===== src/rtl/if_fetch_unit.sv =====
// Instruction-fetch front end: owns the PC, drives the instruction ROM and
// registers the fetched word into the IF/ID pipeline register. Handles
// stalls, ID-stage branch redirects (including ones arriving during a stall),
// exception flushes and misaligned fetch detection.
module if_fetch_unit #(
  parameter logic [31:0] RESET_PC = 32'h0000_0000
) (
  input  logic        clk,
  input  logic        rst,
  input  logic        stall_if,
  input  logic        stall_id,
  input  logic        flush,
  input  logic [31:0] new_pc,
  input  logic        branch_flag_i,
  input  logic [31:0] branch_target_i,
  output logic        rom_ce_o,
  output logic [31:0] rom_addr_o,
  input  logic [31:0] rom_inst_i,
  output logic [31:0] id_pc_o,
  output logic [31:0] id_inst_o,
  output logic        id_valid_o,
  output logic        id_adel_o
);

  logic [31:0] pc_q, pc_d;
  logic        pend_valid_q, pend_valid_d;
  logic [31:0] pend_target_q, pend_target_d;
  logic [31:0] id_pc_d, id_inst_d;
  logic        id_valid_d, id_adel_d;
  logic        stall_eff;
  logic        misaligned;

  // A held ID register implies IF must hold too.
  assign stall_eff  = stall_if | stall_id;
  assign misaligned = (pc_q[1:0] != 2'b00);
  assign rom_addr_o = pc_q;

  // Next-PC selection and pending-redirect bookkeeping; nothing moves until
  // the ROM has been enabled.
  always_comb begin
    pc_d          = pc_q;
    pend_valid_d  = pend_valid_q;
    pend_target_d = pend_target_q;
    if (rom_ce_o) begin
      if (flush) begin
        pc_d         = new_pc;
        pend_valid_d = 1'b0;
      end else if (stall_eff) begin
        if (branch_flag_i) begin
          pend_valid_d  = 1'b1;
          pend_target_d = branch_target_i;
        end
      end else if (branch_flag_i) begin
        pc_d         = branch_target_i;
        pend_valid_d = 1'b0;
      end else if (pend_valid_q) begin
        pc_d         = pend_target_q;
        pend_valid_d = 1'b0;
      end else begin
        pc_d = pc_q + 32'd4;
      end
    end
  end

  // IF/ID register next value: flush clears, stall_id holds, an IF stall or
  // a disabled ROM inserts a bubble, otherwise capture the fetched word.
  always_comb begin
    id_pc_d    = id_pc_o;
    id_inst_d  = id_inst_o;
    id_valid_d = id_valid_o;
    id_adel_d  = id_adel_o;
    if (flush || (!stall_id && (stall_eff || !rom_ce_o))) begin
      id_pc_d    = 32'h0;
      id_inst_d  = 32'h0;
      id_valid_d = 1'b0;
      id_adel_d  = 1'b0;
    end else if (!stall_id) begin
      id_pc_d    = pc_q;
      id_inst_d  = misaligned ? 32'h0 : rom_inst_i;
      id_valid_d = 1'b1;
      id_adel_d  = misaligned;
    end
  end

  // State registers with asynchronous active-low reset.
  always_ff @(posedge clk or negedge rst) begin
    if (!rst) begin
      rom_ce_o      <= 1'b0;
      pc_q          <= RESET_PC;
      pend_valid_q  <= 1'b0;
      pend_target_q <= 32'h0;
      id_pc_o       <= 32'h0;
      id_inst_o     <= 32'h0;
      id_valid_o    <= 1'b0;
      id_adel_o     <= 1'b0;
    end else begin
      rom_ce_o      <= 1'b1;
      pc_q          <= pc_d;
      pend_valid_q  <= pend_valid_d;
      pend_target_q <= pend_target_d;
      id_pc_o       <= id_pc_d;
      id_inst_o     <= id_inst_d;
      id_valid_o    <= id_valid_d;
      id_adel_o     <= id_adel_d;
    end
  end

endmodule

===== config.mk =====
export PLATFORM = sky130hd
export DESIGN_NAME = if_fetch_unit
export DESIGN_NICKNAME = d
export VERILOG_FILES = /design/src/rtl/if_fetch_unit.sv
export SDC_FILE = /design/constraint.sdc
export NUM_CORES = 1
export LEC_CHECK = 0
export BUFFER_PORTS_ARGS = -buffer_cell sky130_fd_sc_hd__buf_2
export CELL_PAD_IN_SITES_DETAIL_PLACEMENT = 0
export CELL_PAD_IN_SITES_GLOBAL_PLACEMENT = 1
export CORE_MARGIN = 3
export CORE_UTILIZATION = 42
export DETAILED_ROUTE_END_ITERATION = 8
export PLACE_DENSITY_LB_ADDON = 0.1
export SYNTH_ARGS = -nofsm -noshare
export SYNTH_HDL_FRONTEND = slang
export SYNTH_SLANG_ARGS = --single-unit

===== constraint.sdc =====
create_clock -name clk -period 5.6 [get_ports clk]
set_clock_uncertainty 0.2 [all_clocks]
set_input_delay 0.28 -clock clk [delete_from_list [all_inputs] [get_ports clk]]
set_output_delay 0.28 -clock clk [all_outputs]
set_load 0.01 [all_outputs]

Word level (Yosys, flattened, before mapping)
Index checks and enable logic that the tools add are counted.
{ "word_totals": {"ff_bits": 132, "inputBits": 102} }
{ "op_classes": {"add_sub_neg": 1, "n_eq_ne": 3, "n_mux": 16, "bitwise_logic": 2, "n_reduce_logical": 9} }
{ "op_table": {"columns": ["op", "count"], "rows": [
  ["two-way mux 32 bit", 9],
  ["adder 32 x 3 -> 32 bit (second input constant)", 1],
  ["two-way mux 1 bit", 7],
  ["AND reduction 2 bit", 2],
  ["AND reduction 4 bit", 1],
  ["!= test 3 bit (second input constant)", 1],
  ["zero test 1 bit", 2],
  ["logical OR 1 bit", 2],
  ["!= test 2 x 1 -> 1 bit (second input constant)", 1],
  ["!= test 2 bit (second input constant)", 1],
  ["nonzero test 2 bit", 1],
  ["logical AND 1 bit", 1],
  ["inverter 1 bit", 1],
  ["bitwise OR 1 bit", 1]
]} }

Depth between registers and ports, before layout
Gate-level depths: netlist of the first run.
{ "logic_depth": {"word_depth": 5, "depth_mapped": 8} }

Least setup slack after synthesis of the first run
OpenSTA, ideal clock, no wires.
{ "synth_timing": {"path_kind": "reg2reg", "from": "register pc_q[2] (netlist: rom_addr_o[2])", "to": "register pc_q[24] (netlist: rom_addr_o[24])", "setup_ns": 0.096, "arrival_time_ns": 1.931, "slack_ns": 3.373, "stages_incl_launch_ff": 8, "path_buffers": 1, "period_less_slack_ns": 2.227, "cell_sequence": "dfrtp_1 ha_1 nand4_4 nor4_4 and4_1 buf_6 nor3_1 nor4_2"} }
{ "synth_between": {"elab_chain_len": 5} }
{ "synth_lines": {"columns": ["element", "line_no", "source"], "rows": [
  ["start: declaration", "25", "logic [31:0] pc_q, pc_d;"],
  ["start signal: assignment", "98", "pc_q <= pc_d;"],
  ["adder 32 x 3 -> 32 bit", "60", "pc_d = pc_q + 32'd4;"],
  ["two-way mux 32 bit", "56", "end else if (pend_valid_q) begin"],
  ["two-way mux 32 bit", "53", "end else if (branch_flag_i) begin"],
  ["two-way mux 32 bit", "48", "end else if (stall_eff) begin"],
  ["two-way mux 32 bit", "45", "if (flush) begin"]
]} }
Every way passes these cells. The select of a mux whose other input is x is not followed.
A chain may end at the register's enable or synchronous reset.

Final worst setup path of the first run
{ "layout_timing": {"from": "register rom_ce_o", "to": "register id_inst_o[25]"} }
{ "layout_between": {"elab_chain_len": 5} }
{ "layout_lines": {"columns": ["element", "line_no", "source"], "rows": [
  ["start: declaration", "16", "output logic rom_ce_o,"],
  ["start signal: assignment", "88", "rom_ce_o <= 1'b0;"],
  ["start signal: assignment", "97", "rom_ce_o <= 1'b1;"],
  ["zero test 1 bit (*)", "72", "if (flush || (!stall_id && (stall_eff || !rom_ce_o))) begin"],
  ["logical OR 1 bit (*)", "72", null],
  ["logical AND 1 bit (*)", "72", null],
  ["logical OR 1 bit (*)", "72", null],
  ["!= test 2 x 1 -> 1 bit (no source line) or two-way mux 32 bit (tied branches)", null, null],
  ["end signal: assignment", "102", "id_inst_o <= id_inst_d;"],
  ["end: declaration", "20", "output logic [31:0] id_inst_o,"]
]} }
Every way passes the cells marked *; elsewhere a longest branch is shown, timed or not.

==> results of run 1 <==
==> report_power, final <==
group / total (uW) / internal [uW] / leakage [uW] / switching (uW)
Clock: 1140 / 723 / 0.000296 / 417
Combinational: 491 / 238 / 0.00219 / 253
Sequential: 1210 / 1070 / 0.00169 / 146
==> logic make-up after synthesis <==
group | synth area share, %
flip-flops | 52.59
XOR/XNOR | 0.2789
adder cells (fa/ha/maj) | 0.1992
multiplexers | 6.375
buffers and inverters | 3.705
AO/OA/AOI/OAI | 24.94
AND/OR/NAND/NOR | 11.85
other | 0.05970
==> worst max-delay path, cell delays in order (launching register included) <==
cell and delay (ns):
dfrtp_1 0.46, or4b_1 0.75, nor3_4 1.00, a22o_1 0.26
==> metal layers <==
layer  vias to the layer above  global-route usage, %
li1                       2737                      -
met1                      2876                  35.51
met2                       262                  35.89
met3                        26                  6.125
met4                         0                  7.303
met5                         -                      0
==> sequential cells by signal, indices dropped and copies added (netlist names) <==
register,cells
rom_ce_o,1
id_pc_o,32
id_valid_o,1
id_adel_o,1
rom_addr_o,32
pend_valid_q,1
id_inst_o,32
pend_target_q,32
==> worst min-delay path by stage <==
| stage | startpoint | endpoint |
|---|---|---|
| global placement | rst | id_inst_o[29] |
| floorplan | rst | id_adel_o |
| CTS | new_pc[31] | rom_addr_o[31] |
| detailed placement | rst | id_inst_o[24] |
| finish | new_pc[31] | rom_addr_o[31] |
| global route | new_pc[31] | rom_addr_o[31] |
==> cells in the mapped netlist, drive strengths merged, types with 11 or more instances <==
| cell | count | share of area, % |
|---|---|---|
| dfrtp | 132 | 53 |
| a21oi | 20 | 1.6 |
| clkbuf | 30 | 1.8 |
| a221oi | 14 | 2.1 |
| buf | 19 | 1.5 |
| nand3 | 19 | 1.6 |
| nor2 | 30 | 1.8 |
| o21ai | 31 | 2.5 |
| a22o | 61 | 8.5 |
| mux2 | 32 | 5.7 |
| nand2 | 34 | 2.0 |
| o22ai | 14 | 1.4 |
| nor3 | 11 | 0.96 |
==> metrics by stage <==
step	std cells	area (um^2)	setup slack, ns
floorplan	572	6281	3.373
global placement	915	7392	2.543
detailed placement	915	7392	2.448
CTS	1025	8785	2.843
global route	1025	8785	2.664
finish	1025	8785	2.847
==> final cells by class <==
class	instances	area, um^2	area share, %
Clock buffer	20	456.7	5.199
Clock inverter	12	155.1	1.766
Inverter	7	26.28	0.2991
Multi-Input combinational cell	384	2765	31.48
Sequential cell	132	3303	37.60
Tap cell	184	230.2	2.621
Timing Repair Buffer	286	1848	21.04
==> repair_timing <==
item,CTS,global route
setup endpoints to repair,0,0
hold endpoints to repair,152,0
hold buffers,78,0
==> results.sh, run 1 <==
export IMPL_synth_async_reset_ratio_pct=100.0
export IMPL_avgSynthCellArea_um2=10.98
export IMPL_status="finished, final reports clean"
export IMPL_met3_length_mm=1.612
export IMPL_synth_edff_count=0
export IMPL_grt_antenna_before_repair=0
export IMPL_design_core_area_mm2=0.01459
export IMPL_synth_cell_types=63
export IMPL_via_per_inst=5.757
export IMPL_dp_hpwl_mm=13.44
export IMPL_wl_per_cell_um=19.61
export IMPL_hold_viol=0
export IMPL_syn_nets=675
export IMPL_start_util_pct=43.05
export IMPL_max_cap_violations=0
export IMPL_critical_path_class="reg2reg"
export IMPL_critPathCaptureType="flip-flop"
export IMPL_cts_tree="done"
export IMPL_drive_gt1_share_pct=34.36
export IMPL_holdWs_ns=0.01749
export IMPL_cp_max_fo=32
export IMPL_drtAntennaViolNets=0
export IMPL_clock_path_buffers=2
export IMPL_min_period_over_period_pct=49.16
export IMPL_ys_seq_area_share_pct=52.59
export IMPL_antenna_cells=0
export IMPL_final_cell_mix="199 x buf_2, 132 x dfrtp_1, 78 x dlygate4sd3_1, 61 x a22o_1, 34 x nand2_1"
export IMPL_clkSlewWorstSetupHoldPaths_ns=0.06
export IMPL_num_rows=44
export IMPL_drt_total_wl_mm=20.10
export IMPL_rr_startpoint="rom_ce_o"
export IMPL_drt_initial_drc_count=362
export IMPL_die_width_um=128.3
export IMPL_dieHeight_um=128.3
export IMPL_power_uw=2847
export IMPL_io_pins=201
export IMPL_setup_viol=0
export IMPL_ys_warn_count=0
export IMPL_slew_headroom_pct=21.35
export IMPL_final_nets=931
export IMPL_worst_pin_slew_ns=1.176
export IMPL_port_buffers=200
export IMPL_reg2reg_depth=3
export IMPL_post_cts_buffers=0
export IMPL_wl_met2_mm=9.098
export IMPL_power_leakage_uw=0.004175
export IMPL_clk_latency_ns=0.41
export IMPL_grt_ovfl_total=0
export IMPL_crit_path_end="id_inst_o[25]"
export IMPL_routed_top_layer="met4"
export IMPL_synthesis_area_mm2=0.006281
export IMPL_rsz0062_at_grt="no"
export IMPL_fillers=1194
export IMPL_drt_pass1_iterations=4
export IMPL_hold_path_class="in2reg"
export IMPL_whs_path_depth=3
export IMPL_clock_sinks=132
export IMPL_fmax_mhz=363.2
export IMPL_die_area_mm2=0.01646
export IMPL_r2r_end="id_inst_o[25]"
export IMPL_synth_ff_type="dfrtp_1"
export IMPL_maxSlewViolCount=0
export IMPL_grt_max_degree=77
export IMPL_syn2layout_area_growth_pct=39.86
export IMPL_crit_path_start_kind="flip-flop"
export IMPL_critical_path_required_ns=5.75
export IMPL_final_common_cell="buf_2"
export IMPL_arrival_ns=2.90
export IMPL_cts_buffers=17
export IMPL_grt_pass1_vias=5603
export IMPL_power_density_mw_per_mm2=324.0
export IMPL_drc=0
export IMPL_cts_root_buf="clkbuf_16"
export IMPL_post_route_util_pct=60.21
export IMPL_met1_length_mm=9.107
export IMPL_htree_levels=4
export IMPL_period_minus_slack_ns=2.753
export IMPL_tns_ns=0
export IMPL_vdd_drop_max_mv=0.2543
export IMPL_regToRegSetupSlack_ns=2.85
export IMPL_startpoint="rom_ce_o"
export IMPL_synth_cells=572
export IMPL_vias=5901
export IMPL_grt_use_total_pct=24.39
export IMPL_synth_seq_cells=132
export IMPL_place_congestion=0.8192
export IMPL_grt_pass1_wl_mm=31.27
export IMPL_ctsResizeCount=0
No activity file was read; power rests on OpenSTA's default activity.
==> inputs of run 2 (changes only) <==
- CORE_UTILIZATION: 42 -> 39
- clock period: 5.6 -> 2.9 ns (I/O delays scaled with it)
==> run 2 against run 1 <==
Flip-flop and latch count is the same. Clock power increased by 95%. Final area increased by 3.5%. Highest routed layer unchanged.
==> results.sh, run 2 (synthesis results as in run 1) <==
export IMPL_start_util_pct=40.57
export IMPL_regToRegSetupSlack_ns=0.35
export IMPL_clock_sinks=132
export IMPL_drt_total_wl_mm=20.97
export IMPL_grt_pass1_vias=5962
export IMPL_drt_initial_drc_count=328
export IMPL_clk_latency_ns=0.41
export IMPL_htree_levels=4
export IMPL_cp_max_fo=9
export IMPL_power_leakage_uw=0.004309
export IMPL_place_congestion=0.8431
export IMPL_wl_per_cell_um=19.42
export IMPL_final_nets=959
export IMPL_crit_path_end="rom_addr_o[24]"
export IMPL_die_width_um=132.9
export IMPL_cts_tree="done"
export IMPL_r2r_end="rom_addr_o[24]"
export IMPL_rsz0062_at_grt="no"
export IMPL_dp_slack_ns=0.4138
export IMPL_grt_pass1_wl_mm=33.64
export IMPL_arrival_ns=2.66
export IMPL_io_pins=201
export IMPL_design_core_area_mm2=0.01548
export IMPL_critPathCaptureType="flip-flop"
export IMPL_grt_ovfl_total=0
export IMPL_die_area_mm2=0.01766
export IMPL_setup_viol=0
export IMPL_hold_viol=0
export IMPL_max_cap_violations=0
export IMPL_antenna_cells=0
export IMPL_crit_path_start_kind="flip-flop"
export IMPL_post_cts_buffers=0
export IMPL_drt_pass1_iterations=7
export IMPL_holdWs_ns=0.05268
export IMPL_via_per_inst=5.628
export IMPL_cts_root_buf="clkbuf_16"
export IMPL_worst_pin_slew_ns=0.7317
export IMPL_setup_ws_ns=0.3532
export IMPL_tns_ns=0
export IMPL_min_period_over_period_pct=87.82
export IMPL_dieHeight_um=132.9
export IMPL_critical_path_required_ns=3.01
export IMPL_clkSlewWorstSetupHoldPaths_ns=0.06
export IMPL_drtAntennaViolNets=0
export IMPL_maxSlewViolCount=0
export IMPL_critical_path_class="reg2reg"
export IMPL_final_common_cell="buf_2"
export IMPL_rr_startpoint="rom_addr_o[2]"
export IMPL_fmax_mhz=392.7
export IMPL_drc=0
export IMPL_reg2reg_depth=6
export IMPL_period_minus_slack_ns=2.547
export IMPL_num_rows=45
export IMPL_grt_use_total_pct=23.87
export IMPL_hold_path_class="in2async"
export IMPL_port_buffers=200
export IMPL_drive_gt1_share_pct=34.52
export IMPL_slew_headroom_pct=51.22
export IMPL_startpoint="rom_addr_o[2]"
export IMPL_cts_buffers=17
export IMPL_grt_antenna_before_repair=0
export IMPL_clock_path_buffers=2
export IMPL_syn2layout_area_growth_pct=44.74
export IMPL_dp_hpwl_mm=14.35
export IMPL_vias=6078
export IMPL_grt_max_degree=67
export IMPL_vdd_drop_max_mv=0.4168
export IMPL_final_cell_mix="199 x buf_2, 132 x dfrtp_1, 96 x dlygate4sd3_1, 61 x a22o_1, 34 x nand2_1"
export IMPL_status="finished, final reports clean"
export IMPL_power_density_mw_per_mm2=611.6
[run 2: worst min path at each step]
| stage | start | end | slack, ns | cells after the start |
|---|---|---|---|---|
| global placement | rst | id_inst_o[3] | -0.08 | 1 |
| detailed placement | rst | id_inst_o[3] | -0.06 | 1 |
| global route | rst | id_inst_o[5] | 0.08 | 2 |
| CTS | rst | id_inst_o[3] | 0.07 | 2 |
| floorplan | rst | id_adel_o | -0.35 | 0 |
| finish | rst | id_inst_o[3] | 0.05 | 2 |
[run 2: area by class of cell]
cell class | count | area, um^2
tap | 211 | 264.0
timing repair buffer | 314 | 2116
inverter | 7 | 26.28
sequential | 132 | 3303
clock inverter | 14 | 177.7
multi-input combinational | 384 | 2765
fill | 1297 | 6392
clock buffer | 18 | 439.2
[run 2: per-layer routing]
layer	track usage [%]	routed length, um	vias to the layer above	part of all wire, %
li1	-	-	2792	-
met1	35.29	9888	2996	47
met2	35.55	9335	263	45
met3	4.639	1406	27	6.7
met4	7.044	338	0	1.6
met5	0	0	-	0
[run 2: worst max-delay path, cell delays in order, from the launching register on]
cell and delay (ns):
dfrtp_1 0.49, ha_1 0.35, nand4_4 0.16, nor4_4 0.46
and4_1 0.42, nor3_1 0.10, nor4_2 0.26
[run 2: per-stage QoR]
| step | util [%] | std cells | cell area [um^2] | power (uW) |
|---|---|---|---|---|
| detailed placement | 48.53 | 952 | 7513 | 3266 |
| global placement | 48.53 | 952 | 7513 | 3244 |
| CTS | 58.72 | 1080 | 9091 | 5607 |
| finish | 58.72 | 1080 | 9091 | 5560 |
| floorplan | - | 572 | 6281 | 2804 |
| global route | 58.72 | 1080 | 9091 | 5827 |
[run 2: report_power, final]
group | internal, uW | total [uW] | switching, uW | leakage, uW
Combinational | 486 | 992 | 507 | 0.00232
Clock | 1380 | 2220 | 839 | 0.000301
Sequential | 2060 | 2350 | 283 | 0.00169
[run 2: repair_timing]
item / in CTS / in global routing
hold buffers: 96 / 0
hold endpoints to repair: 194 / 0
resized for setup: 0 / 0
==> inputs of run 3 (changes only) <==
- CORE_UTILIZATION: 39 -> 35
- PLACE_DENSITY: default -> 0.84
- PLACE_DENSITY_LB_ADDON: 0.1 -> default
- clock period: 2.9 -> 2.2 ns (I/O delays scaled with it)
==> run 3 against run 2 <==
Wire length rose by 2.8%. Critical path depth stayed put. Total power up 30%. Clock-buffer cell count is the same. Sequential share of layout area decreased by 1.1 points. Die area increased by 11%. Clock power up 23%. Core utilization decreased by 4.8 points. Global-route usage is 1.8 points lower. Critical endpoint is now pend_target_q[5]. Largest cell class unchanged. Largest power group unchanged.
==> results.sh, run 3 (synthesis results as in run 1) <==
export IMPL_antenna_cells=0
export IMPL_power_leakage_uw=0.004465
export IMPL_clkSlewWorstSetupHoldPaths_ns=0.06
export IMPL_io_pins=201
export IMPL_die_width_um=140.0
export IMPL_drc=0
export IMPL_worst_pin_slew_ns=0.7345
export IMPL_design_core_area_mm2=0.01742
export IMPL_crit_path_start_kind="input pin"
export IMPL_cts_tree="done"
export IMPL_rsz0062_at_grt="no"
export IMPL_min_period_over_period_pct=92.13
export IMPL_setup_viol=0
export IMPL_via_per_inst=5.397
export IMPL_drt_total_wl_mm=21.56
export IMPL_dp_cells=1002
export IMPL_final_common_cell="buf_2"
export IMPL_dieHeight_um=140.0
export IMPL_holdWs_ns=0.04355
export IMPL_drt_initial_drc_count=498
export IMPL_place_congestion=0.8405
export IMPL_dp_hpwl_mm=15.32
export IMPL_hold_path_class="in2async"
export IMPL_power_density_mw_per_mm2=771.1
export IMPL_post_route_util_pct=53.94
export IMPL_vias=6109
export IMPL_slew_headroom_pct=50.93
export IMPL_final_nets=997
export IMPL_die_area_mm2=0.01959
export IMPL_grt_use_total_pct=22.09
export IMPL_cp_max_fo=20
export IMPL_critical_path_class="in2reg"
export IMPL_post_cts_buffers=0
export IMPL_grt_max_degree=56
export IMPL_drive_gt1_share_pct=37.60
export IMPL_clock_sinks=132
export IMPL_port_buffers=200
export IMPL_final_cell_mix="199 x buf_2, 129 x dfrtp_1, 98 x dlygate4sd3_1, 61 x a22o_1, 50 x buf_4"
export IMPL_stdcell_count=1132
export IMPL_maxSlewViolCount=0
export IMPL_clock_path_buffers=2
export IMPL_htree_levels=4
export IMPL_startpoint="branch_flag_i"
export IMPL_grt_ovfl_total=0
export IMPL_period_minus_slack_ns=2.027
export IMPL_start_util_pct=36.06
export IMPL_rr_startpoint="rom_addr_o[2]"
export IMPL_drtAntennaViolNets=0
export IMPL_clk_latency_ns=0.42
export IMPL_cts_root_buf="clkbuf_16"
export IMPL_hold_viol=0
export IMPL_drt_pass1_iterations=6
export IMPL_grt_pass1_wl_mm=34.51
export IMPL_max_cap_violations=0
export IMPL_tns_ns=0
export IMPL_arrival_ns=2.13
export IMPL_grt_pass1_vias=6152
export IMPL_status="finished, final reports clean"
export IMPL_fmax_mhz=493.4
export IMPL_num_rows=48
export IMPL_power_uw=7244
export IMPL_wl_per_cell_um=19.05
export IMPL_vdd_drop_max_mv=0.5764
export IMPL_syn2layout_area_growth_pct=49.56
export IMPL_critical_path_required_ns=2.30
export IMPL_critPathCaptureType="flip-flop"
export IMPL_grt_antenna_before_repair=0
export IMPL_cts_buffers=17
run 3: changes by cell type in the layout (fill, tap and decap cells not counted), sizes merged:
| cell | delta |
|---|---|
| buf | +36 |
| clkinv | -3 |
| dlygate4sd3 | +2 |
| bufinv | -2 |
| inv | +2 |
| clkinvlp | +3 |
run 3: per-layer routing:
metal	GRT usage (%)	up-vias	part of all wire, %
li1	-	2868	-
met1	30.23	2968	46
met2	35.40	245	47
met3	4.234	28	5.7
met4	7.496	0	2.2
met5	0	-	0
run 3: where the power goes:
group	switching (uW)	internal, uW
Combinational	790	745
Sequential	270	2720
Clock	1120	1590
Total	2180	5060
run 3: through the flow:
| stage | instance area (um^2) | setup slack (ns) |
|---|---|---|
| global placement | 7843 | 0.1574 |
| CTS | 9390 | 0.1229 |
| detailed placement | 7843 | 0.1378 |
| floorplan | 6285 | 0.01373 |
| global route | 9394 | 0.04157 |
| finish | 9394 | 0.1732 |
run 3: final timing paths:
check / cells past startpoint / slack, ns / endpoint
max in group asynchronous: 3 / 1.13 / rom_addr_o[27]
min in group clk: 4 / 0.08 / rom_addr_o[2]
hold / removal: 2 / 0.04 / id_pc_o[10]
hold reg to reg: 2 / 0.27 / id_valid_o
setup / recovery: 6 / 0.17 / pend_target_q[5]
setup reg to reg: 6 / 0.19 / rom_addr_o[24]
run 3: what timing repair did:
item / in CTS / in global routing
resized for setup: 0 / 3
endpoints found under the hold margin: 229 / 0
hold buffers: 98 / 0
setup endpoints to repair: 0 / 2
run 3: layout make-up:
type / count / area (um^2)
fillers: 1558 / 8023
flip-flops and latches: 132 / 3307
multi-input cells: 384 / 2769
repair buffers: 352 / 2444
clock buffers: 18 / 439.2
well taps: 225 / 281.5
clock inverters: 14 / 127.6
inverters: 7 / 26.28
run 3: critical path, stage by stage:
cell	delay, ns
dlygate4sd3_1	0.52
buf_2	0.12
nor2b_1	0.60
nand3b_1	0.19
buf_4	0.28
mux2_2	0.30
